==> config.mk <==
export PLATFORM = sky130hd
export DESIGN_NAME = seg_scan_flat
export DESIGN_NICKNAME = d
export VERILOG_FILES = /design/src/rtl/seg_scan_if.sv /design/src/rtl/seg_scan.sv /design/src/flat_wrapper.sv
export SDC_FILE = /design/constraint.sdc
export NUM_CORES = 1
export LEC_CHECK = 0
export BUFFER_PORTS_ARGS = -buffer_cell sky130_fd_sc_hd__buf_4
export CAP_MARGIN = 20
export CORE_MARGIN = 1.5
export CORE_UTILIZATION = 54
export CTS_BUF_LIST = sky130_fd_sc_hd__clkbuf_2
export DETAILED_ROUTE_END_ITERATION = 8
export PLACE_DENSITY = 0.83
export SYNTH_ARGS = -nofsm -noshare
export SYNTH_HDL_FRONTEND = slang
export SYNTH_SLANG_ARGS = --single-unit
==> constraint.sdc <==
create_clock -name clk -period 2.36 [get_ports clk]
set_input_delay 0.354 -clock clk [delete_from_list [all_inputs] [get_ports clk]]
set_output_delay 0.354 -clock clk [all_outputs]
set_load 0.005 [all_outputs]
==> src/rtl/seg_scan_if.sv <==
// seg_scan_if: upstream value handshake and per-slot scan outputs of seg_scan
interface seg_scan_if #(parameter int DIGITS = 8);
  logic                  in_valid;
  logic                  in_ready;
  logic [4*DIGITS-1:0]   in_data;
  logic [DIGITS-1:0]     in_blank;
  logic                  in_lz;
  logic [3:0]            seg_data;
  logic                  seg_on;
  logic [DIGITS-1:0]     dig_sel;
  logic                  frame_done;
  modport master (output in_valid, in_data, in_blank, in_lz,
                  input  in_ready, seg_data, seg_on, dig_sel, frame_done);
  modport slave  (input  in_valid, in_data, in_blank, in_lz,
                  output in_ready, seg_data, seg_on, dig_sel, frame_done);
endinterface

==> src/rtl/seg_scan.sv <==
// seg_scan: multiplexed seven-segment scanner, new values swapped in only at frame boundaries
module seg_scan #(
  parameter int DIGITS = 8,
  parameter int DIV    = 50000
) (
  input logic      clk,
  input logic      rst_n,
  seg_scan_if.slave bus
);
  localparam int CW = $clog2(DIV);
  localparam int IW = $clog2(DIGITS);
  logic [CW-1:0]         div_cnt_q, div_cnt_d;
  logic [IW-1:0]         dig_idx_q, dig_idx_d;
  logic [4*DIGITS-1:0]   dat_q, dat_d, pdat_q, pdat_d;
  logic [DIGITS-1:0]     blk_q, blk_d, pblk_q, pblk_d;
  logic                  lz_q, lz_d, plz_q, plz_d, pend_q, pend_d, fd_q, fd_d;
  logic                  wrap, bnd, acc, upd, allz, lit;
  logic [DIGITS-1:0]     lzd;
  always_comb begin
    wrap      = div_cnt_q == CW'(DIV - 1);
    bnd       = wrap && dig_idx_q == IW'(DIGITS - 1);
    acc       = bus.in_valid && !pend_q;
    upd       = bnd && pend_q;
    div_cnt_d = wrap ? '0 : div_cnt_q + 1'b1;
    dig_idx_d = wrap ? (bnd ? '0 : dig_idx_q + 1'b1) : dig_idx_q;
    pend_d    = acc | (pend_q & ~bnd);
    pdat_d    = acc ? bus.in_data : pdat_q;
    pblk_d    = acc ? bus.in_blank : pblk_q;
    plz_d     = acc ? bus.in_lz : plz_q;
    dat_d     = upd ? pdat_q : dat_q;
    blk_d     = upd ? pblk_q : blk_q;
    lz_d      = upd ? plz_q : lz_q;
    fd_d      = bnd;
  end
  // a digit is lz-dark when it and every more significant nibble are zero
  always_comb begin
    allz = 1'b1;
    lzd  = '0;
    for (int i = DIGITS - 1; i >= 0; i--) begin
      allz   = allz & (dat_q[4*i +: 4] == 4'h0);
      lzd[i] = lz_q & allz & (i != 0);
    end
    lit = ~blk_q[dig_idx_q] & ~lzd[dig_idx_q];
  end
  assign bus.in_ready   = ~pend_q;
  assign bus.seg_on     = lit;
  assign bus.seg_data   = lit ? dat_q[{dig_idx_q, 2'b00} +: 4] : 4'h0;
  assign bus.dig_sel    = lit ? DIGITS'(1) << dig_idx_q : '0;
  assign bus.frame_done = fd_q;
  always_ff @(posedge clk or negedge rst_n) begin
    if (!rst_n) begin
      div_cnt_q <= '0;
      dig_idx_q <= '0;
      dat_q     <= '0;
      blk_q     <= '1;
      lz_q      <= 1'b0;
      pdat_q    <= '0;
      pblk_q    <= '0;
      plz_q     <= 1'b0;
      pend_q    <= 1'b0;
      fd_q      <= 1'b0;
    end else begin
      div_cnt_q <= div_cnt_d;
      dig_idx_q <= dig_idx_d;
      dat_q     <= dat_d;
      blk_q     <= blk_d;
      lz_q      <= lz_d;
      pdat_q    <= pdat_d;
      pblk_q    <= pblk_d;
      plz_q     <= plz_d;
      pend_q    <= pend_d;
      fd_q      <= fd_d;
    end
  end
endmodule
==> src/flat_wrapper.sv <==
// flat-port wrapper written by rule: the top's interface ports become plain ports
module seg_scan_flat 
#(
  parameter int DIGITS = 8,
  parameter int DIV    = 50000
)
  (clk, rst_n, bus_in_valid, bus_in_data, bus_in_blank, bus_in_lz, bus_in_ready, bus_seg_data, bus_seg_on, bus_dig_sel, bus_frame_done);
  seg_scan_if #(.DIGITS(DIGITS)) bus_i ();
  input logic clk;
  input logic rst_n;
  input wire logic [$bits(bus_i.in_valid)-1:0] bus_in_valid;
  input wire logic [$bits(bus_i.in_data)-1:0] bus_in_data;
  input wire logic [$bits(bus_i.in_blank)-1:0] bus_in_blank;
  input wire logic [$bits(bus_i.in_lz)-1:0] bus_in_lz;
  output wire logic [$bits(bus_i.in_ready)-1:0] bus_in_ready;
  output wire logic [$bits(bus_i.seg_data)-1:0] bus_seg_data;
  output wire logic [$bits(bus_i.seg_on)-1:0] bus_seg_on;
  output wire logic [$bits(bus_i.dig_sel)-1:0] bus_dig_sel;
  output wire logic [$bits(bus_i.frame_done)-1:0] bus_frame_done;
  assign bus_i.in_valid = bus_in_valid;
  assign bus_i.in_data = bus_in_data;
  assign bus_i.in_blank = bus_in_blank;
  assign bus_i.in_lz = bus_in_lz;
  assign bus_in_ready = bus_i.in_ready;
  assign bus_seg_data = bus_i.seg_data;
  assign bus_seg_on = bus_i.seg_on;
  assign bus_dig_sel = bus_i.dig_sel;
  assign bus_frame_done = bus_i.frame_done;
  seg_scan #(.DIGITS(DIGITS), .DIV(DIV)) u_core (.clk(clk), .rst_n(rst_n), .bus(bus_i));
endmodule
After elaboration in Yosys (flattened, before gate mapping)

Cells that the tools add are included.

Add/sub/neg operators: 2
$mul: 0
Div/mod/pow operators: 0
Magnitude comparators: 1
Equal/unequal tests: 2
Shift-type cells: 2
Mux-type cells: 8
Bitwise operators: 20
Reductions and logical operators: 11

Operator list:

| cell                                                                 | count |
|---|---|
| 32-bit by 6-bit indexed part select with 4-bit output                | 1 |
| 4-bit logical NOT                                                    | 7 |
| 16-bit by 1-bit adder with 16-bit output, second input constant      | 1 |
| 16-bit == test, second input constant                                | 1 |
| 16-bit 2-to-1 mux                                                    | 1 |
| 1-bit bitwise AND                                                    | 15 |
| 8-bit 2-to-1 mux                                                     | 1 |
| 1-bit by 3-bit left shift with 8-bit output, first input constant    | 1 |
| 1-bit binary-select mux with 3-bit select                            | 2 |
| 3-bit by 4-bit < comparator with 1-bit output, second input constant | 1 |
| 4-bit 2-to-1 mux                                                     | 1 |
| 1-bit NOT                                                            | 4 |
| 3-bit by 1-bit adder with 3-bit output, second input constant        | 1 |
| 3-bit == test, second input constant                                 | 1 |
| 1-bit logical AND                                                    | 3 |
| 3-bit 2-to-1 mux                                                     | 1 |
| 1-bit 2-to-1 mux                                                     | 2 |
| 1-bit logical NOT                                                    | 1 |
| 1-bit bitwise OR                                                     | 1 |

Register bits: 103
Latch bits: 0
Bits in writable memories: 0
ROM bits: 0
Input bits: 44
Output and inout port bits: 15
Memories kept: 0

Longest topological paths before layout

Gate-level depths: netlist of the first run.

Word-level depth: 13
Mapped depth: 7
Depth with buffers taken out: 5

Least setup slack after synthesis of the first run

No wires, ideal clock.

Path type: register -> register
Start: register u_core.div_cnt_q[10]
End: register u_core.dat_q[31]
Setup time: 0.127 ns
Data arrival time: 2.121 ns
Data required time: 2.233 ns
Path slack: 0.112 ns
Cell stages (with the launch flop): 7
Path buffers: 2
Period minus slack after synthesis: 2.248 ns
Path through: dfrtp_1 -> or4b_4 -> nor4_4 -> and3_1 -> buf_6 -> buf_8 -> mux2_1

Cells in the longest elaborated chain, start to end: 3

RTL lines:

| element                | RTL line       | RTL |
|---|---|---|
| start, declared        | seg_scan.sv:12 | `logic [CW-1:0] div_cnt_q, div_cnt_d;` |
| start signal, assigned | seg_scan.sv:63 | `div_cnt_q <= div_cnt_d;` |
| 16-bit == test         | seg_scan.sv:20 | `wrap = div_cnt_q == CW'(DIV - 1);` |
| 1-bit logical AND      | seg_scan.sv:21 | `bnd = wrap && dig_idx_q == IW'(DIGITS - 1);` |
| 1-bit logical AND      | seg_scan.sv:23 | `upd = bnd && pend_q;` |
| end signal, assigned   | seg_scan.sv:65 | `dat_q <= dat_d;` |
| end, declared          | seg_scan.sv:14 | `logic [4*DIGITS-1:0] dat_q, dat_d, pdat_q, pdat_d;` |

Every way passes these cells.
A chain may end at the register's enable or synchronous reset.

Final worst setup path of the first run

Start: register u_core.dig_idx_q[0]
End: output bus_dig_sel[1]

Cells in the longest elaborated chain, start to end: 5
Elaborated cells on any way between the ends: 9
Classes of those cells: shift: 1; mux: 5; bitwise: 3

RTL lines:

| element                                   | RTL line           | RTL |
|---|---|---|
| start, declared                           | seg_scan.sv:13     | `logic [IW-1:0] dig_idx_q, dig_idx_d;` |
| start signal, assigned                    | seg_scan.sv:64     | `dig_idx_q <= dig_idx_d;` |
| 1-bit binary-select mux with 3-bit select | seg_scan.sv:43     | `lit = ~blk_q[dig_idx_q] & ~lzd[dig_idx_q];` |
| 1-bit 2-to-1 mux (not written as such)    | seg_scan.sv:43     |  |
| 1-bit NOT                                 | seg_scan.sv:43     |  |
| 1-bit bitwise AND                         | seg_scan.sv:43     |  |
| 8-bit 2-to-1 mux (*)                      | seg_scan.sv:48     | `assign bus.dig_sel = lit ? DIGITS'(1) << dig_idx_q : '0;` |
| end, declared                             | flat_wrapper.sv:18 | `output wire logic [$bits(bus_i.dig_sel)-1:0] bus_dig_sel;` |

Mark *: on every way between the ends. The rest lies on a longest branch, timed or not. The select of a mux whose other input is x is not followed.

==> metrics.md, run 1 <==
| Metric | Value |
|---|---|
| Power Density | 474 nW/um^2 |
| CP peak stage delay | 560 ps |
| DR pass1 iterations | 4 |
| Status | finished with violations |
| Clock Skew | 20.0 ps |
| All-Layer GR Usage | 0.221 |
| FP Rows | 34 |
| Die footprint | 9360 sq um |
| Slew of the pin with the lowest slew margin | 509 ps |
| Critical-path maximum fanout | 4 |
| I/O pin count | 59 |
| Synthesized area per cell | 14.0 sq um |
| Port bufs | 58 |
| Synth unique cells | 37 |
| Place WS | 86.1 ps |
| Nets | 505 |
| Post-synth top area share | 0.501 |
| Remaining DRCs | 0 |
| CTS Buffer Depth | 2 |
| Hold Slack | 242 ps |
| RSZ-0062 raised after global routing | true |
| WP depth | 4 |
| FF-to-FF path depth | 5 |
| CTS Sinks | 103 |
| Dpl hpwl | 6410 um |
| CTS root buffer | clkbuf_2 |
| WL/cell | 17.5 um |
| Max Clock Freq | 373 MHz |
| Reg-to-Reg Start | u_core.div_cnt_q[10] |
| Mapped cell area | 4740 sq um |
| CP max stage cell | mux4_2 |
| Clock buffer count from CTS | 9 |
| Post-synth top cells | dfrtp_1, mux2_2, mux2_4 |
| #FFs+latches synth | 103 |
| GRT met2 Usage | 0.366 |
| Skew-Pair Late Insertion Delay | 580 ps |
| Initial antenna violation count | 0 |
| Worst hold-check path type | in -> async |
| Area added between synthesis and finish | 28.3% |
| CP top delay family | multiplexers |
| Vias in the first global route | 3332 |
| CTS HTree Levels | 3 |
| Global route hottest layer | met2 |
| Met3 GRT Util | 0.0426 |
| Largest net degree at the start of global routing | 42 |
| Gate Count Post-Synth | 339 |
| Final hold vios | 0 |
| Post-synthesis async set-or-reset flop share | 1.00 |
| Initial DRC Count | 206 |
| Chip height | 96.7 um |
| Mapped Nets | 390 |
| LEAKAGE | 2.80 nW |
| Req. time, crit path | 2010 ps |
| Util after Layout | 0.705 |
| Failing checks | negative setup slack |
| Vias/cell | 5.59 |
| Clk slew on worst S/H paths | 280 ps |
| Nature of the critical path endpoint | output pin |
| Setup TNS | -3510 ps |
| CP Launch Type | flop |
| CP Class | reg -> out |
| CP Data Arrival Time | 2320 ps |
| Setup crit start | u_core.dig_idx_q[0] |
| Final setup fails | 13 |
| Max-slew violations | 0 |
| Final WS setup | -317 ps |
| First-pass GRT wire length | 16400 um |
| ANT nets after route | 0 |
| Grt ovf | 0 |
| Met1 usage | 0.276 |
| Finished Layout Cells | 567 |
| Post-synth EDFFs | 0 |
| Largest vdd supply drop | 0.355 mV |
| Max-slew headroom | 0.661 |
| Critical path, cell by cell | mux4_2 > or3_1 > a31oi_1 > buf_4 |
| Max cap viols | 0 |
| Count leader, synth | dfrtp_1 |
| Top FF cell, synth | dfrtp_1 |
| GP Congestion | 0.916 |
| Final WL | 9950 um |
| Initial core utilization | 0.549 |
| Buffers and inverters on the worst path | 1 |
| Via count | 3171 |
| Proportion of layout cells with a drive suffix above 1 | 0.460 |
| Core Footprint | 8640 sq um |
| Period utilization | 1.13 |
| Yosys top cell by area | dfrtp_1 |
| Sequential area share after synthesis | 0.545 |
| CTS tree | built |
| Largest cells by area after synthesis | dfrtp_1, mux2_2, mux2_4, mux4_2, dfstp_2 |
| Yosys warns | 0 |
| N_diodes | 0 |
| Post-Place Cells | 501 |
| Die X | 96.7 um |
| Crit path time final | 2680 ps |
[metrics by stage]
stage	instance area, sq um	power (mW)
floorplan	4740	1.98
global placement	5320	2.09
detailed placement	5320	2.10
CTS	6040	2.92
global route	6090	3.01
finish	6090	2.89
[area by class of cell]
| cell class | count | area, sq um |
|---|---|---|
| Clock buffer | 10 | 50.0 |
| Clock inverter | 6 | 48.8 |
| Fill cell | 556 | 2550 |
| Inverter | 13 | 48.8 |
| Multi-Input combinational cell | 207 | 2140 |
| Sequential cell | 103 | 2590 |
| Tap cell | 108 | 135 |
| Timing Repair Buffer | 120 | 1070 |
[layer usage]
| metal | wire length (um) | vias up | part of all wire |
|---|---|---|---|
| met5 | 0 | - | 0 |
| met4 | 351 | 0 | 0.035 |
| met3 | 447 | 29 | 0.045 |
| met2 | 5140 | 94 | 0.52 |
| met1 | 4010 | 1608 | 0.40 |
| li1 | - | 1440 | - |
[cells by family after synthesis]
family	Yosys count	synth area share
flip-flops	103	0.545
multiplexers	92	0.266
AND/OR/NAND/NOR	74	0.0825
buffers and inverters	29	0.0372
AO/OA/AOI/OAI	22	0.0285
XOR/XNOR	12	0.0222
adder cells (fa/ha/maj)	7	0.0185
[cells in the final DEF (no fill, tap or decap), drive strengths merged]
cell type	count
dfrtp	95
mux2	82
buf	77
dlygate4sd3	43
nand2	18
nor2	16
inv	16
mux4	10
clkbuf	10
nor4	9
nand3	8
dfstp	8
xnor2	7
ha	7
o21ai	7
xor2	5
nor3	5
a31oi	5
nand4	4
or3	4
a21oi	4
a211oi	3
clkinv	3
nand4b	2
and2	2
a311oi	2
nor2b	2
or4b	1
or3b	1
a32oi	1
nand2b	1
and3	1
[power by group]
group / internal [mW] / switching [mW]
Clock: 0.161 / 0.597
Sequential: 1.85 / 0.0485
Combinational: 0.156 / 0.0731
[worst paths after layout]
| check | endpoint | slack (ps) |
|---|---|---|
| worst min register to register | u_core.div_cnt_q[11] | 520 |
| worst max-delay path | bus_dig_sel[1] | -320 |
| min in group clk | u_core.pblk_q[2] | 510 |
| worst min-delay path | u_core.pdat_q[29] | 240 |
| worst max register to register | u_core.dat_q[0] | 50 |
| max in group asynchronous | u_core.dat_q[24] | 1410 |
[what timing repair did]
item | in CTS | in global routing
pin swaps | 9 | 1
hold endpoints to repair | 80 | 0
gates resized for setup | 31 | 8
buffers inserted | 6 | 1
setup endpoints to repair | 13 | 13
cloned | 0 | 0
hold buffers | 43 | 0
[sequential cells by signal (all words and copies together) (netlist names)]
signal / cells
u_core.pblk_q: 8
u_core.dig_idx_q: 3
u_core.lz_q: 1
u_core.dat_q: 32
u_core.div_cnt_q: 16
u_core.blk_q: 8
u_core.bus.frame_done: 1
u_core.plz_q: 1
u_core.pdat_q: 32
u_core.pend_q: 1
[worst reg2reg max path: cells and delay by family (launching register included)]
kind                   cells  cell delay (ps)
multiplexers               1              370
AND/OR/NAND/NOR            3             1150
flip-flops                 1              490
buffers and inverters      1              230
Note: power is estimated with default switching activity, not from simulation.
==> run 2, diff against run 1 <==
--- a/config.mk
+++ b/config.mk
@@ -8,10 +8,10 @@
 export BUFFER_PORTS_ARGS = -buffer_cell sky130_fd_sc_hd__buf_4
 export CAP_MARGIN = 20
 export CORE_MARGIN = 1.5
-export CORE_UTILIZATION = 54
+export CORE_UTILIZATION = 40
 export CTS_BUF_LIST = sky130_fd_sc_hd__clkbuf_2
 export DETAILED_ROUTE_END_ITERATION = 8
-export PLACE_DENSITY = 0.83
+export PLACE_DENSITY = 0.66
 export SYNTH_ARGS = -nofsm -noshare
 export SYNTH_HDL_FRONTEND = slang
 export SYNTH_SLANG_ARGS = --single-unit
==> run 2 against run 1 <==
The flow finishes with violations (design-rule violations, negative setup slack). Utilization down 18 points. Count of clock-buffer cells in the layout down 1. Clock power about the same. Final cell count up 6.2%. Largest power group unchanged. Global-route usage down 5.7 points. Critical path type unchanged. Sequential cell count unchanged. Worst hold slack better by 29 ps. Routed wire length down 5.6%. Register-to-register slack about the same.
==> metrics.md, run 2 (synthesis results as in run 1) <==
| Metric | Value |
|---|---|
| Vias in the first global route | 3201 (-3.9%) |
| CP top delay family | multiplexers |
| Largest net degree at the start of global routing | 57 (+36%) |
| Die footprint | 12500 sq um (+34%) |
| CTS tree | built |
| Grt ovf | 0 (unchanged) |
| Nets | 505 (unchanged) |
| Reg-to-Reg Start | u_core.div_cnt_q[10] |
| Post-DP Area | 5360 sq um (+0.63%) |
| I/O pin count | 59 (unchanged) |
| CTS Sinks | 103 (unchanged) |
| CP peak stage delay | 560 ps (about the same) |
| Util after Layout | 0.529 (-0.176) |
| Area added between synthesis and finish | 28.4% (about the same) |
| PnR Total Power | 2.88 mW (-0.13%) |
| Dpl hpwl | 6350 um (-0.88%) |
| Final setup fails | 13 (unchanged) |
| Final WS setup | -309 ps (+8.55 ps) |
| CTS root buffer | clkbuf_2 |
| WL/cell | 15.6 um (-11%) |
| CP Data Arrival Time | 2310 ps (about the same) |
| Top flop regs | u_core.dat_q: 32 flops, u_core.pdat_q: 32 flops, u_core.div_cnt_q: 16 flops |
| GP Congestion | 0.797 (-13%) |
| Die X | 112 um (+16%) |
| Critical-path maximum fanout | 4 (unchanged) |
| Skew-Pair Late Insertion Delay | 630 ps (+50 ps) |
| Place WS | 70.7 ps (-15.3 ps) |
| CP max stage cell | mux4_2 |
| LEAKAGE | 2.79 nW (-0.30%) |
| Initial antenna violation count | 0 (unchanged) |
| Nature of the critical path endpoint | output pin |
| Buffers and inverters on the worst path | 1 (unchanged) |
| Post-Place Cells | 538 (+7.4%) |
| Max Clock Freq | 375 MHz (+0.32%) |
| Register-to-register path setup slack | 40 ps (about the same) |
| Initial DRC Count | 116 (-44%) |
| First-pass GRT wire length | 16000 um (-2.3%) |
| CTS HTree Levels | 3 (unchanged) |
| Clk slew on worst S/H paths | 300 ps (+20 ps) |
| Finished Layout Cells | 602 (+6.2%) |
| Most common cell after layout, fill and taps aside | dfrtp_1 |
| FP Rows | 39 (+15%) |
| Via count | 3046 (-3.9%) |
| Vias/cell | 5.06 (-9.5%) |
| Remaining DRCs | 8 (+8) |
| Worst hold-check path type | in -> async |
| Clock Skew | 38.2 ps (+18.2 ps) |
| Final WL | 9390 um (-5.6%) |
| Req. time, crit path | 2010 ps (about the same) |
| Largest vdd supply drop | 0.297 mV (-17%) |
| Setup crit start | u_core.dig_idx_q[0] |
| Max-slew headroom | 0.533 (-0.127) |
| Power Density | 473 nW/um^2 (-0.15%) |
| Period utilization | 1.13 (-0.00362) |
| Port bufs | 58 (unchanged) |
| Hold Slack | 271 ps (+29.3 ps) |
| Core Footprint | 11500 sq um (+33%) |
| Status | finished with violations |
| Critical path, cell by cell | mux4_2 > or3_1 > a31oi_1 > buf_4 |
| CP Class | reg -> out |
| Clock buffer count from CTS | 9 (unchanged) |
| Max-slew violations | 0 (unchanged) |
| FF-to-FF path depth | 5 (unchanged) |
| Proportion of layout cells with a drive suffix above 1 | 0.453 (-0.00654) |
| Crit path time final | 2670 ps (-8.55 ps) |
| Setup TNS | -3200 ps (+313 ps) |
| DR pass1 iterations | 6 (+2) |
| CP Launch Type | flop |
| Commonest cells after routing, fill and taps aside | dfrtp_1, buf_4, mux2_2, dlygate4sd3_1, mux2_4 |
| ANT nets after route | 0 (unchanged) |
| Max cap viols | 0 (unchanged) |
| R2R Path End | u_core.blk_q[3] |
| Failing checks | design-rule violations, negative setup slack |
| Slew of the pin with the lowest slew margin | 700 ps (+191 ps) |
| RSZ-0062 raised after global routing | true |
| N_diodes | 0 (unchanged) |
| Worst Setup EP | bus_dig_sel[2] |
| All-Layer GR Usage | 0.163 (-0.0572) |
| Final hold vios | 0 (unchanged) |
| Initial core utilization | 0.412 (-0.137) |
| WP depth | 4 (unchanged) |
| Chip height | 112 um (+16%) |
| Fin area | 6090 sq um (about the same) |
| CTS Buffer Depth | 2 (unchanged) |
==> run 2: layout make-up <==
| cell class | count | area, sq um |
|---|---|---|
| Fill cell | 980 | 5430 |
| Sequential cell | 103 | 2590 |
| Multi-Input combinational cell | 207 | 2110 |
| Timing Repair Buffer | 120 | 1060 |
| Tap cell | 143 | 179 |
| Clock inverter | 7 | 55.1 |
| Inverter | 13 | 48.8 |
| Clock buffer | 9 | 45.0 |
==> run 2: what timing repair did <==
item                                    4_1_cts  5_1_grt
hold buffers                                 43        0
buffers inserted                              4        0
endpoints found under the hold margin        86        0
endpoints found under the setup margin       13       27
cloned                                        0        1
pin swaps                                     6        0
gates resized for setup                      29        3
==> run 2: layer usage <==
metal / GRT usage / vias to the layer above / share of wire
met4: 0.0761 / 0 / 0.027
li1: - / 1443 / -
met5: 0 / - / 0
met2: 0.270 / 52 / 0.49
met3: 0.0321 / 17 / 0.029
met1: 0.208 / 1534 / 0.45
==> run 2: how the worst min path moves through the flow <==
stage | startpoint | end | slack (ps) | cells after the start
2_1_floorplan | rst_n | u_core.bus.frame_done | 60 | 0
3_3_place_gp | rst_n | u_core.pdat_q[4] | 450 | 1
3_5_place_dp | rst_n | u_core.pdat_q[5] | 450 | 1
4_1_cts | rst_n | u_core.dat_q[11] | 270 | 2
5_1_grt | rst_n | u_core.dat_q[14] | 280 | 2
6_report | rst_n | u_core.dat_q[11] | 270 | 2
==> run 2: where the power goes <==
| group | internal [mW] | switching, mW | total [mW] |
|---|---|---|---|
| Clock | 0.148 | 0.610 | 0.758 |
| Sequential | 1.85 | 0.0467 | 1.90 |
| Combinational | 0.155 | 0.0714 | 0.227 |
| Total | 2.15 | 0.728 | 2.88 |
